[src/rtl/add20_arbiter.sv]
// ============================================================================
// Module   : add20_arbiter
// Purpose  : Round-robin sharing of one 20-bit adder among NREQ requesters,
//            with operand capture, one execute cycle and a held response.
// Revision : 1.0 - initial release
// ============================================================================
`default_nettype none

module add20 (
    input  logic [19:0] a,
    input  logic [19:0] b,
    output logic [19:0] out,
    output logic        cout
);
    assign {cout, out} = {1'b0, a} + {1'b0, b};
endmodule

module add20_arbiter #(
    parameter int WIDTH = 20,
    parameter int NREQ  = 4,
    parameter int IDW   = 2
) (
    input  logic                  clk,
    input  logic                  rst_n,
    input  logic [NREQ-1:0]       req,
    input  logic [NREQ*WIDTH-1:0] a_in,
    input  logic [NREQ*WIDTH-1:0] b_in,
    output logic [NREQ-1:0]       gnt,
    output logic                  rsp_valid,
    input  logic                  rsp_ready,
    output logic [IDW-1:0]        rsp_id,
    output logic [WIDTH-1:0]      rsp_sum,
    output logic                  rsp_cout,
    output logic                  busy
);

    localparam logic [1:0] S_IDLE = 2'd0;
    localparam logic [1:0] S_EXEC = 2'd1;
    localparam logic [1:0] S_RESP = 2'd2;

    logic [1:0]       state_q, state_d;
    logic [IDW-1:0]   ptr_q, ptr_d;
    logic [IDW-1:0]   id_q, id_d;
    logic [WIDTH-1:0] op_a_q, op_a_d, op_b_q, op_b_d;
    logic [NREQ-1:0]  gnt_q, gnt_d;
    logic             rsp_valid_q, rsp_valid_d;
    logic [IDW-1:0]   rsp_id_q, rsp_id_d;
    logic [WIDTH-1:0] rsp_sum_q, rsp_sum_d;
    logic             rsp_cout_q, rsp_cout_d;
    logic             busy_q, busy_d;

    logic             win_found;
    logic [IDW-1:0]   win_id;
    logic [IDW-1:0]   scan_idx;
    logic [WIDTH-1:0] add_out;
    logic             add_cout;

    add20 u_add20 (
        .a    (op_a_q),
        .b    (op_b_q),
        .out  (add_out),
        .cout (add_cout)
    );

    // Scan starts at the pointer; IDW-bit addition wraps modulo NREQ.
    always_comb begin
        win_found = 1'b0;
        win_id    = '0;
        scan_idx  = '0;
        for (int k = 0; k < NREQ; k++) begin
            scan_idx = ptr_q + k[IDW-1:0];
            if (!win_found && req[scan_idx]) begin
                win_found = 1'b1;
                win_id    = scan_idx;
            end
        end
    end

    always_ff @(posedge clk or negedge rst_n) begin
        if (!rst_n) begin
            state_q <= S_IDLE;
        end else begin
            state_q <= state_d;
        end
    end

    always_comb begin
        state_d = state_q;
        case (state_q)
            S_IDLE:  if (win_found) state_d = S_EXEC;
            S_EXEC:  state_d = S_RESP;
            S_RESP:  if (rsp_ready) state_d = S_IDLE;
            default: state_d = S_IDLE;
        endcase
    end

    always_comb begin
        gnt_d       = '0;
        ptr_d       = ptr_q;
        id_d        = id_q;
        op_a_d      = op_a_q;
        op_b_d      = op_b_q;
        rsp_valid_d = rsp_valid_q;
        rsp_id_d    = rsp_id_q;
        rsp_sum_d   = rsp_sum_q;
        rsp_cout_d  = rsp_cout_q;
        case (state_q)
            S_IDLE: begin
                if (win_found) begin
                    gnt_d[win_id] = 1'b1;
                    op_a_d        = a_in[win_id*WIDTH +: WIDTH];
                    op_b_d        = b_in[win_id*WIDTH +: WIDTH];
                    id_d          = win_id;
                    ptr_d         = win_id + 1'b1;
                end
            end
            S_EXEC: begin
                rsp_valid_d = 1'b1;
                rsp_id_d    = id_q;
                rsp_sum_d   = add_out;
                rsp_cout_d  = add_cout;
            end
            S_RESP: begin
                if (rsp_ready) rsp_valid_d = 1'b0;
            end
            default: begin
                rsp_valid_d = 1'b0;
            end
        endcase
        busy_d = (state_d != S_IDLE);
    end

    always_ff @(posedge clk or negedge rst_n) begin
        if (!rst_n) begin
            ptr_q       <= '0;
            id_q        <= '0;
            op_a_q      <= '0;
            op_b_q      <= '0;
            gnt_q       <= '0;
            rsp_valid_q <= 1'b0;
            rsp_id_q    <= '0;
            rsp_sum_q   <= '0;
            rsp_cout_q  <= 1'b0;
            busy_q      <= 1'b0;
        end else begin
            ptr_q       <= ptr_d;
            id_q        <= id_d;
            op_a_q      <= op_a_d;
            op_b_q      <= op_b_d;
            gnt_q       <= gnt_d;
            rsp_valid_q <= rsp_valid_d;
            rsp_id_q    <= rsp_id_d;
            rsp_sum_q   <= rsp_sum_d;
            rsp_cout_q  <= rsp_cout_d;
            busy_q      <= busy_d;
        end
    end

    assign gnt       = gnt_q;
    assign rsp_valid = rsp_valid_q;
    assign rsp_id    = rsp_id_q;
    assign rsp_sum   = rsp_sum_q;
    assign rsp_cout  = rsp_cout_q;
    assign busy      = busy_q;

endmodule

`default_nettype wire

[config.mk]
export PLATFORM = sky130hd
export DESIGN_NAME = add20_arbiter
export DESIGN_NICKNAME = d
export VERILOG_FILES = /design/src/rtl/add20_arbiter.sv
export SDC_FILE = /design/constraint.sdc
export NUM_CORES = 1
export LEC_CHECK = 0
export CAP_MARGIN = 20
export CORE_ASPECT_RATIO = 1.2
export CORE_MARGIN = 4
export CORE_UTILIZATION = 40
export DETAILED_ROUTE_END_ITERATION = 10
export HOLD_SLACK_MARGIN = 0.1
export MAX_ROUTING_LAYER = met4
export PLACE_DENSITY_LB_ADDON = 0.08
export SYNTH_ARGS = -nofsm -noshare
export SYNTH_HDL_FRONTEND = slang
export SYNTH_SLANG_ARGS = --single-unit
[constraint.sdc]
create_clock -name clk -period 2.55 [get_ports clk]
set_clock_uncertainty 0.1 [all_clocks]
set_input_delay 0.51 -clock clk [delete_from_list [all_inputs] [get_ports clk]]
set_output_delay 0.51 -clock clk [all_outputs]
set_load 0.05 [all_outputs]
# [Yosys cells after proc, flatten, opt, wreduce, memory -nomap -nowiden]
# Index checks and enable logic that the tools add are counted.
# W data, S select, Z words.
[classes] add_sub_neg=5 mul=1 n_lt_le_gt_ge=6 eq_ne=3 n_shift=2 muxes=25 bitwise_logic=1 n_reduce_logical=11
[ops] operator="$shiftx A80 B8 Y20" count=2
[ops] operator="$add A20 B20 Y21" count=1
[ops] operator="$lt A2 B3 Y1 const B" count=5
[ops] operator="$mux W2" count=6
[ops] operator="$mux W1" count=10
[ops] operator="$bmux W1 S2" count=4
[ops] operator="$mux W4" count=2
[ops] operator="$pmux W2 S3" count=1
[ops] operator="$mul A2 B3 Y5 const B" count=1
[ops] operator="$add A2 B1 Y2 const B" count=2
[ops] operator="$add A2 B2 Y2 const B" count=2
[ops] operator="$logic_and A1 B1 Y1" count=4
[ops] operator="$reduce_and A2 Y1" count=2
[ops] operator="$logic_not A1 Y1" count=3
[ops] operator="$pmux W1 S3" count=1
[ops] operator="$demux W1 S2" count=1
[ops] operator="$eq A2 B1 Y1 const B" count=1
[ops] operator="$eq A2 B2 Y1 const B" count=1
[ops] operator="$ge A2 B1 Y1 const B" count=1
[ops] operator="$logic_not A2 Y1" count=1
[ops] operator="$ne A2 B2 Y1 const B" count=1
[ops] operator="$reduce_bool A2 Y1" count=1
[ops] operator="$not A1 Y1" count=1
[totals] ff_bits=75 in_bits=167 elab_cells=65

# [Depth between registers and ports, before layout]
# Gate-level depths: netlist of the first run.
[logic_depth] ltp_word=18 ltp_mapped=8

# [By module]
# Synthesis of the first run repeated with hierarchy kept, for this count alone.
[hier_totals] cells_unflattened=595 area_unflattened_um2=5051.1
[modules_own_cells] mod="add20_arbiter" instances=1 cells_each=453 area_each_um2=4038.9
[modules_own_cells] mod="add20" instances=1 cells_each=142 area_each_um2=1012.2

# [Least setup slack after synthesis of the first run]
# OpenSTA, ideal clock, no wires.
[synth_timing] kind="register to register" from="register op_a_q[0]" to="register rsp_cout_q (netlist: rsp_cout)" setup_time_ns=0.129 t_arrival_ns=2.035 t_required_ns=2.321 setup_slack_ns=0.286 stages_incl_launch_ff=9 synth_period_minus_slack_ns=2.264 path_cell_list="dfrtp_1 -> ha_1 -> fa_1 -> a21oi_1 -> nand4b_1 -> a211oi_2 -> o21a_1 -> o21a_1 -> o41a_1"
[synth_via] elab_chain_cells=1
[synth_lines] item="start: declaration" line="44" rtl="logic [WIDTH-1:0] op_a_q, op_a_d, op_b_q, op_b_d;"
[synth_lines] item="start signal: assignment" line="148" rtl="op_a_q <= op_a_d;"
[synth_lines] item="$add A20 B20 Y21" line="15" rtl="assign {cout, out} = {1'b0, a} + {1'b0, b};"
[synth_lines] item="end signal: assignment" line="154" rtl="rsp_cout_q <= rsp_cout_d;"
[synth_lines] item="end: declaration" line="49" rtl="logic rsp_cout_q, rsp_cout_d;"
# No other way between the ends.
# A chain may end at the register's enable or synchronous reset.

# [Worst setup path after layout of the first run]
[layout_timing] from="register op_a_q[0]" to="register rsp_sum_q[16] (netlist: rsp_sum[16])"
[layout_via] elab_chain_cells=1
[layout_lines] item="$add A20 B20 Y21" line="15"
[layout_lines] item="end signal: assignment" line="153" rtl="rsp_sum_q <= rsp_sum_d;"
[layout_lines] item="end: declaration" line="48" rtl="logic [WIDTH-1:0] rsp_sum_q, rsp_sum_d;"
# No other way between the ends.

==> metrics.yaml, run 1 <==
final_period_utilization: 0.956
post_synth_top_area_cell: "sky130_fd_sc_hd__dfrtp_1"
dieWidth_um: 112
postSynth.asyncResetShare: 1.00
synthesis.nets: 684
netlist_top_cells_area: "sky130_fd_sc_hd__dfrtp_1, sky130_fd_sc_hd__mux2i_1, sky130_fd_sc_hd__mux2_2"
layout-drive-gt1-share: 0.142
clock-sinks: 75
setup_viol_count_final: 0
post_route_ant_nets: 0
grt_remaining_overflow: 0
total_leakage_power_nw: 3.54
cell_breakdown_of_the_critical_path: "ha_2 > fa_2 > a21oi_2 > nand4b_1 > a211oi_4 > nor3b_2 > or4_1 > o211ai_2"
finalNetCount: 892
area_share_of_the_largest_cell_type_after_synthesis: 0.362
netlist_area_um2: 5180
hpwlAfterDp_mm: 11.5
postCtsSetupBuffers: 0
final-max-slew-violation-count: 0
grt_antenna_before_repair: 0
critPathMaxStageDelay_ps: 510
post_synth_most_frequent_cells: "sky130_fd_sc_hd__mux2i_1, sky130_fd_sc_hd__dfrtp_1, sky130_fd_sc_hd__mux2_2"
critical_path_required_ps: 2710
worst_setup_path_end_kind: "flop"
critical_path.startpoint_type: "flop"
worst_ir_drop_vdd_uv: 797
avgViaCountPerCell: 5.18
yosys_warnings: 0
postSynthCellCount: 492
timing.critical_path.slowest_stage_cell: "sky130_fd_sc_hd__or4_1"
netlist-cell-type-count: 54
synth-seq-area-share: 0.362
max-slew-margin-rel: 0.592
dr.first_iter.drc_count: 131
timing.critical_path.arrival_ps: 2590
first_global_vias: 4738
unrepaired_setup_endpoints_after_global_routing: "no"
worst-setup-path-type: "flop to flop"
tritoncts: "built"
cts-htree-levels: 3
min_period_ps: 2440
cp_max_fo: 3
synth.ff_latch_count: 75
die-area_um2: 14800
core_region_area_um2: 12700
globalRouteTotalUtil: 0.195
syn_to_final_growth_pct: 51.5
ctsLongestPathBuffers: 2
fmax_mhz: 410
synth_enable_flop_cells: 0
clk_pin_slew_worst_paths_ps: 60
tightest_slew_ps: 612
post-synth-top-count-cell: "sky130_fd_sc_hd__mux2i_1"
first_pass_grt_wire_length_mm: 22.9
post-place-cells: 852
routabilityCongestion: 0.920
finalHoldViolations: 0
placement.io_buffers: 195
grt_max_degree: 43
min-delay-path-class: "flop to flop"
ys_dominant_reg_cell: "sky130_fd_sc_hd__dfrtp_1"
antennaDiodeCount: 0
clock_latency_ps: 340
status: "finished, final reports clean"
vias: 4499
layout.filler_cells: 1082
route.final.wire_length_mm: 14.0
power-per-cell-area_nw_per_um2: 1310
detail_route.wl_per_cell_um: 16.2
ports_placed_on_the_boundary: 196
first_pass_iters: 4
postLayoutCoreUtil: 0.620
layout.cells.non_filler: 869
die_h_um: 133
cap_viol_max_count: 0
detail_route.drc_violations: 0
postSynthAreaPerCell_um2: 10.5
placement_rows: 45
initial_core_util: 0.409
cts_made_buffers: 9
cts_root_buf: "sky130_fd_sc_hd__clkbuf_16"
-- registers in the layout (all words and copies together), names as in the netlist --
name       flops
op_a_q        20
op_b_q        20
rsp_sum       20
gnt            4
id_q           2
ptr_q          2
rsp_id         2
state_q        2
busy           1
rsp_cout       1
rsp_valid      1
-- logic make-up (layout without fill, tap and decap cells) --
logic type,after synthesis,count (layout),synth area share
muxes,167,167,0.333
and+or+nand+nor,99,99,0.0934
AOI/OAI and AO/OA,81,81,0.102
DFF,75,75,0.362
buffers and inverters,39,252,0.0379
adders and majority gates,25,25,0.0618
xor gates and xnor gates,6,6,0.0101
-- layer usage --
layer / vias to the layer above / wire length, µm / track usage
met5: - / 0 / -
met4: 0 / 185 / 0.0568
met3: 14 / 724 / 0.0343
met2: 116 / 7400 / 0.344
met1: 2145 / 5720 / 0.226
li1: 2224 / - / -
-- what timing repair did --
item                                   4_1_cts  5_1_grt
setup endpoints to repair                    0        5
resized for setup                            0        6
hold buffers                                 1        0
endpoints found under the hold margin       33        0
-- report_power, final --
group          internal, mW  switching (mW)  total (mW)
Combinational          3.09            3.66        6.76
Sequential             1.82           0.404        2.22
Clock                 0.809           0.483        1.29
Total                  5.72            4.55        10.3
-- critical path, delay by kind of cell (launching register included) --
family / cells / cell delay [ps]
simple gates: 3 / 880
fa+ha+maj: 2 / 440
flops: 1 / 400
compound gates: 3 / 530
-- cell usage in the layout (no fill, tap or decap), types with 9 or more instances in the layout --
master                            netlist  routed
sky130_fd_sc_hd__o21ai_0               14      14
sky130_fd_sc_hd__inv_1                 11      11
sky130_fd_sc_hd__a21oi_1               27      25
sky130_fd_sc_hd__ha_1                  24      23
sky130_fd_sc_hd__buf_4                 12      24
sky130_fd_sc_hd__dfrtp_1               75      75
sky130_fd_sc_hd__mux2i_1              124     124
sky130_fd_sc_hd__clkbuf_16              0       9
sky130_fd_sc_hd__clkdlybuf4s50_1        0     194
sky130_fd_sc_hd__mux2_2                43      43
sky130_fd_sc_hd__nor2_1                16      16
sky130_fd_sc_hd__nand2_1               40      40
-- layout make-up --
cell class	instances	area [µm²]	share of cell area
Multi-Input combinational cell	378	3170	0.404
Timing Repair Buffer	225	2250	0.287
Sequential cell	75	1880	0.239
Clock buffer	12	256	0.0327
Tap cell	164	205	0.0261
Clock inverter	4	48.8	0.00622
Inverter	11	41.3	0.00526
-- through the flow --
step           total power, mW  hold WS, ps  setup slack [ps]  area [µm²]  setup TNS [ps]
2_1_floorplan             6.93          114               286        5180               0
3_3_place_gp              8.77          345              25.9        7500               0
3_5_place_dp              8.93          350             -41.3        7500            -199
4_1_cts                   10.3          365              21.8        7820               0
5_1_grt                   11.1          368              4.35        7850               0
6_report                  10.3          364               112        7850               0
-- final timing paths --
kind                            from          end  slack, ps  cells after the start
max in group asynchronous      rst_n   op_a_q[11]       1200                      3
setup / recovery           op_a_q[0]  rsp_sum[16]        110                      8
hold / removal               id_q[0]    rsp_id[0]        360                      2
hold reg to reg              id_q[0]    rsp_id[0]        360                      2
min in group asynchronous      rst_n       gnt[1]        560                      2
setup reg to reg           op_a_q[0]  rsp_sum[16]        110                      8
(Power assumes the default switching activity.)
==> run 2, diff against run 1 <==
- CTS_CLUSTER_DIAMETER: not set -> 50
- SYNTH_HIERARCHICAL: not set -> 1
==> metrics.yaml, run 2 <==
power-per-cell-area_nw_per_um2: 1280
cp_max_fo: 4
cell_type_group_with_the_largest_total_delay_on_the_critical_path: "compound AO/OA/AOI/OAI gates"
final-max-slew-violation-count: 0
p_sw_frac: 0.454
setup_viol_count_final: 0
grt_max_degree: 44
netlist_top_cells_area: "sky130_fd_sc_hd__dfrtp_1, sky130_fd_sc_hd__nand2_1, sky130_fd_sc_hd__a21oi_1"
ys_dominant_reg_cell: "sky130_fd_sc_hd__dfrtp_1"
detail_route.drc_violations: 0
clock_latency_ps: 330
hpwlAfterDp_mm: 13.3
unrepaired_setup_endpoints_after_global_routing: "yes"
cell_breakdown_of_the_critical_path: "ha_2 > fa_2 > a211oi_2 > o21a_1 > a221o_1 > buf_4 > o21a_1 > o311a_1 > mux2_2"
detail_route.wl_per_cell_um: 17.5
post_synth_most_frequent_cells: "sky130_fd_sc_hd__nand2_1, sky130_fd_sc_hd__a21oi_1, sky130_fd_sc_hd__dfrtp_1"
grt_antenna_before_repair: 0
die_h_um: 131
seq_power_share: 0.226
clock-sinks: 75
postSynth.asyncResetShare: 1.00
first_global_vias: 5456
worst_setup_path_end_kind: "flop"
synth_enable_flop_cells: 0
cap_viol_max_count: 0
placement_rows: 44
postSynthAreaPerCell_um2: 8.49
route.final.wire_length_mm: 16.9
worst_path_most_repeated_cell: "sky130_fd_sc_hd__o21a_1"
worst-path-buf-inv: 1
final_period_utilization: 0.973
initial_core_util: 0.413
critPathMaxStageDelay_ps: 360
worst_ir_drop_vdd_uv: 590
cts-htree-levels: 3
synth-seq-area-share: 0.372
area_share_of_the_largest_cell_type_after_synthesis: 0.372
clockPowerShare: 0.124
fin_ws_ps: 68.6
first_pass_grt_wire_length_mm: 27.3
clk_pin_slew_worst_paths_ps: 60
cts_made_buffers: 9
layout_common_cells: "sky130_fd_sc_hd__clkdlybuf4s50_1, sky130_fd_sc_hd__nand2_1, sky130_fd_sc_hd__a21oi_1, sky130_fd_sc_hd__dfrtp_1, sky130_fd_sc_hd__a211o_1"
finalHoldViolations: 0
placement.io_buffers: 195
status: "finished, final reports clean"
layout-drive-gt1-share: 0.131
tightest_slew_ps: 551
routabilityCongestion: 0.923
first_pass_iters: 7
p_int_mw: 5.34
synthesis.nets: 787
globalRouteTotalUtil: 0.239
postSynthCellCount: 595
post-synth-top-count-cell: "sky130_fd_sc_hd__nand2_1"
die-area_um2: 14500
netlist_area_um2: 5050
tritoncts: "built"
netlist-cell-type-count: 52
min-delay-path-class: "flop to flop"
dr.first_iter.drc_count: 265
timing.critical_path.slowest_stage_cell: "sky130_fd_sc_hd__dfrtp_1"
dp_worst_setup_slack_ps: -5.25
yosys_warnings: 6
power_frac_comb: 0.650
grt_remaining_overflow: 0
critical_path.startpoint_type: "flop"
antennaDiodeCount: 0
timing.critical_path.arrival_ps: 2600
finalNetCount: 995
postCtsSetupBuffers: 0
avgViaCountPerCell: 5.26
cts_root_buf: "sky130_fd_sc_hd__clkbuf_16"
critical_path_required_ps: 2670
most_common_cell_after_layout_fill_and_taps_aside: "sky130_fd_sc_hd__clkdlybuf4s50_1"
dieWidth_um: 111
worst-setup-path-type: "flop to flop"
vias: 5091
ctsLongestPathBuffers: 2
max-slew-margin-rel: 0.632
post_synth_top_area_cell: "sky130_fd_sc_hd__dfrtp_1"
p_sw_mw: 4.45
fmax_mhz: 403
min_period_ps: 2480
total_leakage_power_nw: 3.52
setup_total_negative_slack_ps: 0
post_route_ant_nets: 0
core_region_area_um2: 12200
syn_to_final_growth_pct: 51.8
internal_reg_to_reg_setup_slack_ps: 70
synth.ff_latch_count: 75
ports_placed_on_the_boundary: 196
[run 2: final cells by class]
class / count / area [µm²]
Sequential cell: 75 / 1880
Multi-Input combinational cell: 472 / 2940
Tap cell: 161 / 201
Clock buffer: 12 / 236
Fill cell: 1086 / 4560
Timing Repair Buffer: 234 / 2330
Inverter: 11 / 41.3
Clock inverter: 3 / 40.0
[run 2: final timing paths]
| kind | end | depth (start not counted) | start |
|---|---|---|---|
| max in group asynchronous | op_a_q[2] | 3 | rst_n |
| min | id_q[1] | 2 | id_q[1] |
| max | rsp_sum[18] | 9 | op_a_q[0] |
| min in group asynchronous | op_a_q[14] | 2 | rst_n |
| min reg2reg | id_q[1] | 2 | id_q[1] |
| max reg2reg | rsp_sum[18] | 9 | op_a_q[0] |
[run 2: metal layers]
metal  track usage  vias up  routed length, µm
li1              -     2506                  -
met1         0.260     2388               6670
met2         0.435      177               8940
met3        0.0529       20                978
met4        0.0719        0                306
met5             -        -                  0
[run 2: kinds of logic (layout without fill, tap and decap cells)]
kind of cell / Yosys count / after routing / synth area share
compound gates: 192 / 192 / 0.259
xor+xnor: 13 / 13 / 0.0225
fa+ha+maj: 25 / 25 / 0.0634
buf+inv: 48 / 260 / 0.0538
flops: 75 / 75 / 0.372
mux: 26 / 26 / 0.0575
simple gates: 216 / 216 / 0.172
[run 2: what timing repair did]
item                                    4_1_cts  5_1_grt
resized for setup                             1        5
pin swaps                                     2        3
hold buffers                                  1        0
endpoints found under the setup margin        1        5
endpoints found under the hold margin        32        0
[run 2: power by group through the flow]
stage / clock [mW] / sequential (mW) / combinational (mW)
finish: 1.21 / 2.21 / 6.37
global route: 1.29 / 2.28 / 6.95
CTS: 1.24 / 2.23 / 6.38
detailed placement: 0 / 2.24 / 6.34
global placement: 0 / 2.22 / 6.28
floorplan: 0 / 2.82 / 3.56
[run 2: worst min-delay path: cells and delay by family (launching register included)]
family / cells / cell delay [ps]
flip-flops: 1 / 340
AND/OR/NAND/NOR: 2 / 110
[run 2: per-stage QoR]
stage | total power, mW | util | instances | area [µm²] | hold slack [ps]
after global placement | 8.50 | 0.602 | 952 | 7360 | 359
after CTS | 9.85 | 0.626 | 968 | 7650 | 378
after detailed placement | 8.58 | 0.602 | 952 | 7360 | 366
final | 9.79 | 0.627 | 968 | 7670 | 374
after floorplan | 6.39 | - | 595 | 5050 | 114
after global routing | 10.5 | 0.627 | 968 | 7670 | 401
